File: src/rtl/i2s_rx_multi.sv
// I2S master receiver: generates the bit clock and word select, captures Philips-format mono or
// stereo words, decimates, truncates and queues tagged samples in a FWFT FIFO behind valid/ready.
module i2s_rx_multi #(
    parameter int unsigned CLK_FREQ      = 50_000_000,
    parameter int unsigned I2S_CLK_FREQ  = 1_500_000,
    parameter int unsigned DATA_SIZE     = 24,
    parameter int unsigned SLOT_WIDTH    = 32,
    parameter int unsigned STEREO        = 1,
    parameter int unsigned REDUCE_FACTOR = 1,
    parameter int unsigned OUT_WIDTH     = 16,
    parameter int unsigned FIFO_DEPTH    = 16
) (
    input  logic                          clk,
    input  logic                          rst,
    input  logic                          enable,
    output logic                          i2s_clk,
    output logic                          i2s_ws,
    input  logic                          i2s_sd,
    output logic [OUT_WIDTH-1:0]          m_data,
    output logic                          m_chan,
    output logic                          m_valid,
    input  logic                          m_ready,
    output logic [$clog2(FIFO_DEPTH):0]   fifo_level,
    output logic [15:0]                   overflow_count,
    output logic                          busy
);

    localparam int unsigned HALF  = CLK_FREQ / (2 * I2S_CLK_FREQ);
    localparam int unsigned DIV_W = (HALF > 1) ? $clog2(HALF) : 1;
    localparam int unsigned BIT_W = $clog2(2 * SLOT_WIDTH);
    localparam int unsigned FRM_W = (REDUCE_FACTOR > 1) ? $clog2(REDUCE_FACTOR) : 1;
    localparam int unsigned AW    = $clog2(FIFO_DEPTH);

    localparam logic [DIV_W-1:0] DIV_LAST   = DIV_W'(HALF - 1);
    localparam logic [BIT_W-1:0] BIT_LAST   = BIT_W'(2 * SLOT_WIDTH - 1);
    localparam logic [BIT_W-1:0] SLOT       = BIT_W'(SLOT_WIDTH);
    localparam logic [BIT_W-1:0] DATA_POS   = BIT_W'(DATA_SIZE);
    localparam logic [BIT_W-1:0] OUT_POS    = BIT_W'(OUT_WIDTH);
    localparam logic [FRM_W-1:0] FRM_LAST   = FRM_W'(REDUCE_FACTOR - 1);
    localparam logic [AW:0]      LEVEL_FULL = (AW + 1)'(FIFO_DEPTH);

    if (HALF < 2) begin : g_chk_half
        $error("i2s_rx_multi: CLK_FREQ/(2*I2S_CLK_FREQ) must be at least 2");
    end
    if (SLOT_WIDTH < DATA_SIZE + 1) begin : g_chk_slot
        $error("i2s_rx_multi: SLOT_WIDTH must be at least DATA_SIZE+1");
    end
    if (REDUCE_FACTOR < 1) begin : g_chk_reduce
        $error("i2s_rx_multi: REDUCE_FACTOR must be at least 1");
    end
    if (OUT_WIDTH > DATA_SIZE || OUT_WIDTH < 2) begin : g_chk_out
        $error("i2s_rx_multi: OUT_WIDTH must lie in 2..DATA_SIZE");
    end
    if (FIFO_DEPTH < 2 || (FIFO_DEPTH & (FIFO_DEPTH - 1)) != 0) begin : g_chk_depth
        $error("i2s_rx_multi: FIFO_DEPTH must be a power of two, at least 2");
    end

    logic [DIV_W-1:0]     div_q, div_d;
    logic                 sck_q, sck_d;
    logic                 ws_q, ws_d;
    logic [BIT_W-1:0]     bit_q, bit_d;
    logic [FRM_W-1:0]     frm_q, frm_d;
    logic [OUT_WIDTH-1:0] sh_q, sh_d;
    logic                 drop_right_q, drop_right_d;
    logic                 busy_q;

    logic [BIT_W-1:0]     pos;
    logic [OUT_WIDTH-1:0] shift_in, sample;
    logic                 tick, rise, fall, word_done, push_req, push, drop, pop, full;

    logic [OUT_WIDTH:0]   mem [FIFO_DEPTH];
    logic [OUT_WIDTH:0]   head;
    logic [AW-1:0]        wr_q, rd_q;
    logic [AW:0]          level_q;
    logic [15:0]          ovf_q;

    always_comb begin
        tick      = enable && (div_q == DIV_LAST);
        rise      = tick && !sck_q;
        fall      = tick && sck_q;
        pos       = (bit_q >= SLOT) ? bit_q - SLOT : bit_q;
        // Only the first OUT_WIDTH data bits survive truncation, so only those are kept.
        shift_in  = {sh_q[OUT_WIDTH-2:0], i2s_sd};
        sample    = (OUT_WIDTH == DATA_SIZE) ? shift_in : sh_q;
        word_done = rise && (pos == DATA_POS);
        push_req  = word_done && (frm_q == '0) && ((STEREO != 0) || !ws_q);
        pop       = m_valid && m_ready;
        full      = (level_q == LEVEL_FULL);
        // A right word whose left partner was dropped is discarded to keep frames whole.
        drop      = push_req && ((ws_q && drop_right_q) || (full && !pop));
        push      = push_req && !drop;
    end

    always_comb begin
        div_d        = div_q;
        sck_d        = sck_q;
        ws_d         = ws_q;
        bit_d        = bit_q;
        frm_d        = frm_q;
        sh_d         = sh_q;
        drop_right_d = drop_right_q;
        if (!enable) begin
            div_d        = '0;
            sck_d        = 1'b0;
            ws_d         = 1'b0;
            bit_d        = '0;
            frm_d        = '0;
            sh_d         = '0;
            drop_right_d = 1'b0;
        end else begin
            if (tick) begin
                div_d = '0;
                sck_d = !sck_q;
            end else begin
                div_d = div_q + 1'b1;
            end
            if (fall) begin
                bit_d = (bit_q == BIT_LAST) ? '0 : bit_q + 1'b1;
                ws_d  = (bit_d >= SLOT);
                if (bit_q == BIT_LAST) begin
                    frm_d = (frm_q == FRM_LAST) ? '0 : frm_q + 1'b1;
                end
            end
            if (rise && (pos >= BIT_W'(1)) && (pos <= OUT_POS)) begin
                sh_d = shift_in;
            end
            if (push_req) begin
                drop_right_d = (STEREO != 0) && !ws_q && drop;
            end
        end
    end

    always_ff @(posedge clk) begin
        if (rst) begin
            div_q        <= '0;
            sck_q        <= 1'b0;
            ws_q         <= 1'b0;
            bit_q        <= '0;
            frm_q        <= '0;
            sh_q         <= '0;
            drop_right_q <= 1'b0;
            busy_q       <= 1'b0;
        end else begin
            div_q        <= div_d;
            sck_q        <= sck_d;
            ws_q         <= ws_d;
            bit_q        <= bit_d;
            frm_q        <= frm_d;
            sh_q         <= sh_d;
            drop_right_q <= drop_right_d;
            busy_q       <= enable;
        end
    end

    always_ff @(posedge clk) begin
        if (rst) begin
            wr_q    <= '0;
            rd_q    <= '0;
            level_q <= '0;
            ovf_q   <= '0;
        end else begin
            if (push) begin
                wr_q <= wr_q + 1'b1;
            end
            if (pop) begin
                rd_q <= rd_q + 1'b1;
            end
            case ({push, pop})
                2'b10:   level_q <= level_q + 1'b1;
                2'b01:   level_q <= level_q - 1'b1;
                default: level_q <= level_q;
            endcase
            if (drop && (ovf_q != 16'hFFFF)) begin
                ovf_q <= ovf_q + 1'b1;
            end
        end
    end

    // Push into a full FIFO only happens alongside a pop, so overwriting the head slot is safe.
    always_ff @(posedge clk) begin
        if (push) begin
            mem[wr_q] <= {ws_q, sample};
        end
    end

    always_comb begin
        head    = mem[rd_q];
        m_valid = (level_q != '0);
        m_data  = m_valid ? head[OUT_WIDTH-1:0] : '0;
        m_chan  = m_valid && head[OUT_WIDTH];
    end

    assign i2s_clk        = sck_q;
    assign i2s_ws         = ws_q;
    assign busy           = busy_q;
    assign fifo_level     = level_q;
    assign overflow_count = ovf_q;

endmodule

File: config.mk
export PLATFORM = sky130hd
export DESIGN_NAME = i2s_rx_multi
export DESIGN_NICKNAME = d
export VERILOG_FILES = /design/src/rtl/i2s_rx_multi.sv
export SDC_FILE = /design/constraint.sdc
export NUM_CORES = 1
export LEC_CHECK = 0
export ABC_AREA = 1
export BUFFER_PORTS_ARGS = -buffer_cell sky130_fd_sc_hd__buf_2
export CELL_PAD_IN_SITES_DETAIL_PLACEMENT = 2
export CELL_PAD_IN_SITES_GLOBAL_PLACEMENT = 2
export CORE_MARGIN = 2
export CORE_UTILIZATION = 41
export CTS_CLUSTER_SIZE = 24
export DETAILED_ROUTE_END_ITERATION = 16
export PLACE_DENSITY_LB_ADDON = 0.15
export REMOVE_ABC_BUFFERS = 1
export SYNTH_ARGS = -nofsm -noshare
export SYNTH_HDL_FRONTEND = slang
export SYNTH_SLANG_ARGS = --single-unit
File: constraint.sdc
create_clock -name clk -period 3.2 [get_ports clk]
set_clock_uncertainty 0.05 [all_clocks]
set_input_delay 0 -clock clk [delete_from_list [all_inputs] [get_ports clk]]
set_output_delay 0 -clock clk [all_outputs]
set_load 0.02 [all_outputs]
==> key figures, run 1 <==
Timing
  • Worst-Margin Slew: 1.12 ns
  • Slew Viols, Final: 0
  • Fmax: 349 MHz
  • Min Tclk post-route: 2.87 ns
  • Hold Vio Cnt, Final: 0
  • RSZ-0062 raised after global routing: no
  • Final setup viols: 0
  • Final critical-path share of the clock period: 89.6%
  • Slew Limit Headroom: 25.3%

Placement
  • Number of port buffers: 46
  • RD Place Congestion: 0.762
  • Area after DPL: 14900 um^2
  • HPWL Detailed: 29800 um
  • Inst Count DP: 1824

Layout
  • P&R area growth vs syn: 16.4%
  • NumNets Final: 1441
  • Most frequent cells in the layout: nand2_1, edfxtp_1, nand3_1
  • Final Instance Area: 16300 um^2
  • N_diodes: 0
  • Layout fillers: 3485
  • Cell Count, Final, Fillers Out: 1898
  • Layout cells sized above 1: 12.8%
  • Final Core Density: 48.6%
  • Most common cell after layout, fill and taps aside: nand2_1

Power and ir drop
  • Sequential share of power: 37.7%
  • Logic pwr share: 25.7%
  • Peak VDD IR: 0.000423 V
  • Static Leakage: 6.03 nW
  • Clock Power Share: 36.6%
  • Pwr Total: 12.6 mW
  • Net Sw Power: 4.30 mW
  • Sw Ratio: 34.1%
  • Internal: 8.31 mW
  • Pwr dens: 775 nW/um^2

Hold path
  • Hold Path End: div_q[0]
  • Min-delay src: div_q[0]
  • Hold Crit Depth: 1
  • Min-delay worst type: reg -> reg

Setup path
  • Buf/Inv on CP: 3
  • Most used cell, CP: nand2_1
  • Family with the most delay on the worst path: buffers and inverters
  • CP max FO: 35
  • Slowest-stage cell, CP: buf_4
  • WP depth: 9
  • Setup crit end kind: output pin
  • CP cell instances: inv_4 -> buf_4 -> nand2_1 -> nand3_1 -> nand3_1 -> nand2_1 -> nand2_1 -> a21oi_1 -> buf_2
  • Critical Path RT: 3.15 ns
  • Register-to-register setup slack: 0.37 ns
  • Reg-to-reg startpoint: bit_q[0]
  • Reg-to-reg endpoint: mem[14][15]
  • FF-to-FF path depth: 9
  • Worst Path Arrival: 2.82 ns
  • Crit start category: flop
  • Critical path class: reg -> out
  • CP max stage delay: 0.48 ns

Synth
  • Sequential share of the synthesized area: 67.4%
  • Prevailing post-synth register cell: edfxtp_1
  • #FFs+latches synth: 335
  • Synth async-reset ratio: 0%
  • EDFF count, synth: 272
  • Post-Syn Instances: 1350
  • Post-synth cell types: 33
  • Ranking of synthesized cells by area: edfxtp_1, nand2_1, dfxtp_1
  • Syn Std Cell Area: 14000 um^2
  • Synth warn: 0
  • Post-synth top area share: 58.4%
  • Syn_area_per_cell: 10.4 um^2
  • Synth area leader: edfxtp_1

Route
  • DR iter-0 viols: 826
  • DRT Wirelength: 49200 um
  • 1st-pass router iterations: 5
  • Post-route DRC: 0
  • Vias post-DR: 10.7k
  • Via/cell ratio: 5.64
  • Avg WL per Cell: 25.9 um
  • Post-route ant nets: 0

Floorplan
  • Die H: 189 um
  • # IOs: 47
  • Starting density of the core: 41.7%
  • Core Area: 33500 um^2
  • FP Rows: 67
  • Die footprint: 35600 um^2
  • Die W: 189 um

Clock network
  • Num CTS Buffers: 38
  • Clock transition at the registers of the reported paths: 0.06 ns
  • Worst skew pair latency: 0.53 ns
  • Clk buf depth: 3
  • CTS resizes: 0
  • H-tree depth: 2
  • CTS sink cnt: 335
  • TritonCTS clock tree: yes
  • Root Buffer: clkbuf_16

Run status
  • Outcome: finished clean

Global route
  • Initial antenna violation count: 0
  • Vias in the first global route: 11.9k
  • First-pass GRT wire length: 74500 um
  • Total GRT Usage: 28.1%
  • Remaining global-route overflow: 0
  • Pin count of the biggest net entering global routing: 69

Job
  • Max Cap Viol: 0
[Yosys cell counts, types with 5 or more instances]
cell type,instances
nand2_1,462
ha_1,15
clkbuf_1,38
nand3_1,225
edfxtp_1,272
dfxtp_1,63
buf_1,5
nand4_1,10
o21ai_0,25
xnor2_1,7
xor2_1,8
nor2_1,72
a21oi_1,56
inv_1,43
buf_2,16
[routing by layer]
metal	wire [um]	track usage [%]	vias up
met5	0	0	-
met1	19600	34.1	5514
met2	25100	50.0	333
met4	1880	11.0	0
met3	2560	4.51	108
li1	-	-	4747
[metrics by stage]
stage | setup TNS (ns) | hold slack, ns | setup WS (ns)
floorplan | -26.50 | 0.0191 | -1.56
global placement | 0 | 0.175 | 0.497
detailed placement | 0 | 0.197 | 0.350
CTS | 0 | 0.422 | 0.338
global route | 0 | 0.438 | 0.169
finish | 0 | 0.415 | 0.332
[worst max path at each step]
stage,start,end
3_3_place_gp,bit_q[0],fifo_level[4]
6_report,flop,m_data[11]
2_1_floorplan,flop,m_chan
3_5_place_dp,bit_q[1],mem[14][7]
4_1_cts,flop,m_data[11]
5_1_grt,div_q[0],sample[0]
[worst register-to-register path, delay by kind of cell, from the launching register on]
family	cells	cell delay, ns
AND/OR/NAND/NOR	5	1.34
buffers and inverters	3	0.59
flip-flops	1	0.37
adder cells (fa/ha/maj)	1	0.19
[state kept, by name (all words and copies together), names as in the netlist, 4 cells and up, named ones only]
register and cells:
bit_q 6, div_q 4, fifo_level 5, mem 272, overflow_count 16, rd_q 4
sample 16, wr_q 4
[power groups by stage]
stage          Clock (mW)  Sequential [mW]  Combinational (mW)
5_1_grt              4.83             4.76                3.55
6_report             4.62             4.76                3.24
3_3_place_gp            0             4.84                2.96
3_5_place_dp            0             4.85                3.13
4_1_cts              4.68             4.76                3.26
2_1_floorplan           0             5.04                1.75
[cell families after synthesis]
| kind of cell | after synthesis | synth area share (%) |
|---|---|---|
| and+or+nand+nor | 788 | 23.9 |
| DFF | 335 | 67.4 |
| buffers and inverters | 113 | 3.34 |
| AOI/OAI and AO/OA | 84 | 3.06 |
| xor gates and xnor gates | 15 | 0.939 |
| adders and majority gates | 15 | 1.34 |
[timing repair]
action                                 4_1_cts  5_1_grt
setup buffers                                0        0
endpoints found under the hold margin       42        0
hold buffers                                 5        0
[layout make-up]
type / instances / area (um^2) / area share [%]
sequential: 335 / 9440 / 57.9
multi-input combinational: 902 / 4140 / 25.4
clock buffer: 49 / 1140 / 7.01
timing repair buffer: 95 / 648 / 3.98
tap: 448 / 561 / 3.44
inverter: 49 / 186 / 1.14
clock inverter: 20 / 176 / 1.08
Note: power is estimated with default switching activity, not from simulation.
==> inputs of run 2 (changes only) <==
==> constraint.sdc (replaced) <==
create_clock -name clk -period 3.2 [get_ports clk]
set_clock_uncertainty 0.05 [all_clocks]
set_input_delay 0.32 -clock clk [delete_from_list [all_inputs] [get_ports clk]]
set_output_delay 0.32 -clock clk [all_outputs]
set_load 0.02 [all_outputs]
==> key figures, run 2 (synthesis gave the netlist of run 1 again) <==
Run status
  • Outcome: finished clean

Clock network
  • Clock transition at the registers of the reported paths: 0.06 ns
  • H-tree depth: 2
  • TritonCTS clock tree: yes
  • Clk buf depth: 3
  • Worst skew pair latency: 0.51 ns
  • CTS sink cnt: 335
  • Cts hold-fix bufs: 0
  • Num CTS Buffers: 36
  • Root Buffer: clkbuf_16

Layout
  • Final Core Density: 47.9%
  • Max reg flops: 272
  • Layout cells sized above 1: 12.0%
  • Most frequent cells in the layout: nand2_1, edfxtp_1, nand3_1
  • Area of the multi-input gates: 4140 um^2
  • NumNets Final: 1434
  • Layout fillers: 3459
  • Cell Count, Final, Fillers Out: 1890
  • Largest register by flop count: mem
  • Most common cell after layout, fill and taps aside: nand2_1
  • N_diodes: 0
  • P&R area growth vs syn: 14.8%
  • Flip-flop and latch area: 9440 um^2

Route
  • Post-route DRC: 0
  • DR iter-0 viols: 691
  • DRT Wirelength: 45900 um
  • Post-route ant nets: 0
  • Avg WL per Cell: 24.3 um
  • 1st-pass router iterations: 5
  • Via/cell ratio: 5.55
  • Vias post-DR: 10.5k

Floorplan
  • Die H: 189 um
  • FP Rows: 67
  • Core Area: 33500 um^2
  • Die footprint: 35600 um^2
  • Starting density of the core: 41.7%
  • # IOs: 47
  • Die W: 189 um

Hold path
  • Min-delay worst type: in -> reg
  • Hold Crit Depth: 3

Timing
  • Slew Limit Headroom: 26.4%
  • Hold Vio Cnt, Final: 0
  • Slew Viols, Final: 0
  • Final critical-path share of the clock period: 94.1%
  • Final setup viols: 0
  • Worst setup margin: 0.189 ns
  • Fmax: 332 MHz
  • Worst-Margin Slew: 1.10 ns
  • RSZ-0062 raised after global routing: no
  • Min Tclk post-route: 3.01 ns

Setup path
  • Critical path class: reg -> out
  • CP max FO: 30
  • Crit start category: flop
  • Critical Path RT: 2.83 ns
  • FF-to-FF path depth: 16
  • Setup crit end kind: output pin
  • Worst Path Arrival: 2.64 ns

Placement
  • RD Place Congestion: 0.771
  • Setup WS pre-CTS: 0.471 ns
  • Inst Count DP: 1823
  • Number of port buffers: 46
  • HPWL Detailed: 28700 um

Global route
  • Remaining global-route overflow: 0
  • Total GRT Usage: 26.1%
  • Vias in the first global route: 11.6k
  • Initial antenna violation count: 0
  • Pin count of the biggest net entering global routing: 69
  • First-pass GRT wire length: 70300 um

Power and ir drop
  • Peak VDD IR: 0.000483 V
  • Static Leakage: 5.90 nW
  • Pwr Total: 11.8 mW
  • Pwr dens: 737 nW/um^2

Job
  • Max Cap Viol: 0
## run 2: cell count changes in the layout (fill, tap and decap cells not counted), sizes merged
cell	change
bufinv	-1
clkbuf	+4
clkinv	-6
clkinvlp	-1
dlygate4sd3	-5
inv	+1
## run 2: area by class of cell
type,count,area share (%)
sequential,335,58.8
tap,448,3.49
inverter,49,1.22
multi-input combinational,902,25.8
clock buffer,53,6.20
clock inverter,13,0.764
timing repair buffer,90,3.80
## run 2: worst max-delay path, stage by stage, from the launching register on
cell      delay (ns)
dfxtp_4         0.66
clkinv_8        0.26
buf_4           0.28
nand2_1         0.10
nand3_1         0.09
nand3_1         0.15
nand2_1         0.10
nand2_1         0.13
a21oi_1         0.16
buf_2           0.19
## run 2: metal layers
layer  GRT usage [%]  up-vias  routed length, um
met5               0        -                  0
met4            7.54        0               1140
met3            3.22       63               2020
met2            47.7      241              24000
met1            32.4     5458              18800
li1                -     4736                  -
## run 2: final timing paths
check            from             to  slack (ns)
max              flop      m_data[3]        0.19
min            i2s_sd      sample[0]        0.04
max reg2reg  bit_q[0]  fifo_level[4]        0.50
min reg2reg  div_q[0]       div_q[0]        0.41
## run 2: report_power, final
part	switching (mW)	total, mW	internal, mW	leakage, nW
combinational	2.14	2.97	0.825	2.60
clock	1.71	4.04	2.33	0.539
sequential	0.134	4.83	4.70	2.77
## run 2: metrics by stage
stage / instance area (um^2) / setup TNS [ns] / hold slack [ns]
3_3_place_gp: 14900 / 0 / 0.382
4_1_cts: 16000 / 0 / 0.0373
3_5_place_dp: 14900 / 0 / 0.412
6_report: 16100 / 0 / 0.0417
5_1_grt: 16100 / 0 / 0.0424
2_1_floorplan: 13700 / -31.94 / 0.339
## run 2: repair_timing
item / in CTS / in global routing
resized for setup: 1 / 2
endpoints found under the setup margin: 5 / 7
buffers inserted: 0 / 1
==> inputs of run 3 (changes only) <==
--- a/config.mk
+++ b/config.mk
@@ -13,7 +13,7 @@
 export CORE_UTILIZATION = 41
 export CTS_CLUSTER_SIZE = 24
 export DETAILED_ROUTE_END_ITERATION = 16
-export PLACE_DENSITY_LB_ADDON = 0.15
+export PLACE_DENSITY = 0.79
 export REMOVE_ABC_BUFFERS = 1
 export SYNTH_ARGS = -nofsm -noshare
 export SYNTH_HDL_FRONTEND = slang
==> key figures, run 3 (synthesis gave the netlist of run 1 again) <==
Floorplan
  • # IOs: 47
  • Core Area: 33500 um^2
  • Die H: 189 um
  • Die W: 189 um
  • Die footprint: 35600 um^2
  • FP Rows: 67
  • Starting density of the core: 41.7%

Layout
  • Flip-flop and latch area: 9440 um^2
  • Area of the multi-input gates: 4140 um^2
  • NumNets Final: 1430
  • Final Instance Area: 16100 um^2
  • Layout fillers: 3494
  • Most frequent cells in the layout: nand2_1, edfxtp_1, nand3_1
  • P&R area growth vs syn: 14.9%
  • Most common cell after layout, fill and taps aside: nand2_1
  • Largest register by flop count: mem
  • Max reg flops: 272
  • Layout cells sized above 1: 12.2%
  • N_diodes: 0

Timing
  • TNS Setup: 0 ns
  • Hold Vio Cnt, Final: 0
  • Worst-Margin Slew: 1.22 ns
  • Slew Viols, Final: 0
  • Worst setup margin: 0.146 ns
  • RSZ-0062 raised after global routing: no
  • Final critical-path share of the clock period: 95.4%
  • Min Tclk post-route: 3.05 ns
  • Slew Limit Headroom: 18.2%
  • Final setup viols: 0
  • Fmax: 327 MHz

Clock network
  • TritonCTS clock tree: yes
  • Worst skew pair latency: 0.52 ns
  • Num CTS Buffers: 36
  • Clk buf depth: 3
  • CTS sink cnt: 335
  • H-tree depth: 2
  • Root Buffer: clkbuf_16
  • Clock transition at the registers of the reported paths: 0.06 ns
  • Post-CTS setup buffers: 0

Global route
  • First-pass GRT wire length: 73100 um
  • Initial antenna violation count: 0
  • Vias in the first global route: 12.1k
  • Pin count of the biggest net entering global routing: 71
  • Remaining global-route overflow: 0
  • Total GRT Usage: 27.2%

Hold path
  • Min-delay worst type: in -> reg
  • Hold Path End: busy
  • Min-delay src: enable
  • Hold Crit Depth: 4

Setup path
  • Reg-to-reg startpoint: div_q[0]
  • Critical path class: reg -> out
  • Setup crit end kind: output pin
  • CP max FO: 70
  • FF-to-FF path depth: 10
  • Register-to-register setup slack: 0.49 ns
  • Critical Path RT: 2.83 ns
  • Crit start category: flop
  • Reg-to-reg endpoint: mem[13][15]
  • Worst Path Arrival: 2.68 ns

Placement
  • HPWL Detailed: 27600 um
  • RD Place Congestion: 0.786
  • Area after DPL: 14900 um^2
  • Setup WS pre-CTS: 0.501 ns
  • Number of port buffers: 46

Route
  • DR iter-0 viols: 662
  • Post-route ant nets: 0
  • Avg WL per Cell: 25.1 um
  • DRT Wirelength: 47200 um
  • Vias post-DR: 10.5k
  • Post-route DRC: 0
  • 1st-pass router iterations: 4
  • Via/cell ratio: 5.57

Run status
  • Outcome: finished clean

Power and ir drop
  • Static Leakage: 5.90 nW
  • Peak VDD IR: 0.000367 V
  • Pwr Total: 12.0 mW
  • Pwr dens: 747 nW/um^2

Job
  • Max Cap Viol: 0
-- run 3: cell types whose count changed in the layout (fill, tap and decap cells not counted) --
cell and change:
clkinvlp_4 +4, buf_4 -6, inv_4 +2, clkinv_2 +4, inv_2 -1, clkbuf_1 -9, clkinv_8 -1, inv_6 -3
buf_6 +1, dlygate4sd3_1 +1, bufinv_16 +2
-- run 3: layout make-up --
class / instances / area share [%]
well taps: 448 / 3.49
repair buffers: 86 / 3.65
clock buffers: 44 / 5.98
clock inverters: 20 / 1.28
flip-flops and latches: 335 / 58.7
inverters: 49 / 1.18
multi-input cells: 902 / 25.7
-- run 3: stage by stage --
step	utilization (%)	hold WS, ns	instances
after global routing	47.9	0.224	1884
after global placement	44.4	0.382	1819
final	47.9	0.214	1884
after CTS	47.9	0.210	1884
after floorplan	-	0.339	1286
after detailed placement	44.4	0.387	1819
-- run 3: worst max path at each step --
stage	cells past startpoint	from	end
after CTS	8	flop	m_data[5]
after detailed placement	10	div_q[0]	mem[13][8]
after global placement	16	bit_q[0]	fifo_level[4]
final	9	flop	m_data[0]
after floorplan	7	flop	m_chan
after global routing	9	flop	m_data[0]
-- run 3: critical path, stage by stage (launching register included) --
cell     delay (ns)
dfxtp_4        0.50
inv_4          0.29
buf_12         0.33
nand2_1        0.13
nand3_1        0.12
nand3_1        0.10
nand2_1        0.08
nand2_1        0.06
a21oi_1        0.24
buf_2          0.24
-- run 3: routing by layer --
| layer | vias to the layer above | track usage, % | wire, um |
|---|---|---|---|
| met2 | 273 | 49.6 | 24800 |
| li1 | 4724 | - | - |
| met1 | 5391 | 33.0 | 18900 |
| met4 | 0 | 9.16 | 1490 |
| met5 | - | 0 | 0 |
| met3 | 98 | 3.63 | 2060 |
-- run 3: repair_timing --
action	4_1_cts	5_1_grt
setup endpoints to repair	0	1
hold buffers	1	0
gates resized for setup	0	3
hold endpoints to repair	1	0
-- run 3: where the power goes --
| part | leakage [nW] | internal, mW | switching, mW |
|---|---|---|---|
| logic | 2.57 | 0.796 | 2.11 |
| clock network | 0.559 | 2.47 | 1.79 |
| registers | 2.77 | 4.69 | 0.143 |
| total | 5.90 | 7.96 | 4.05 |
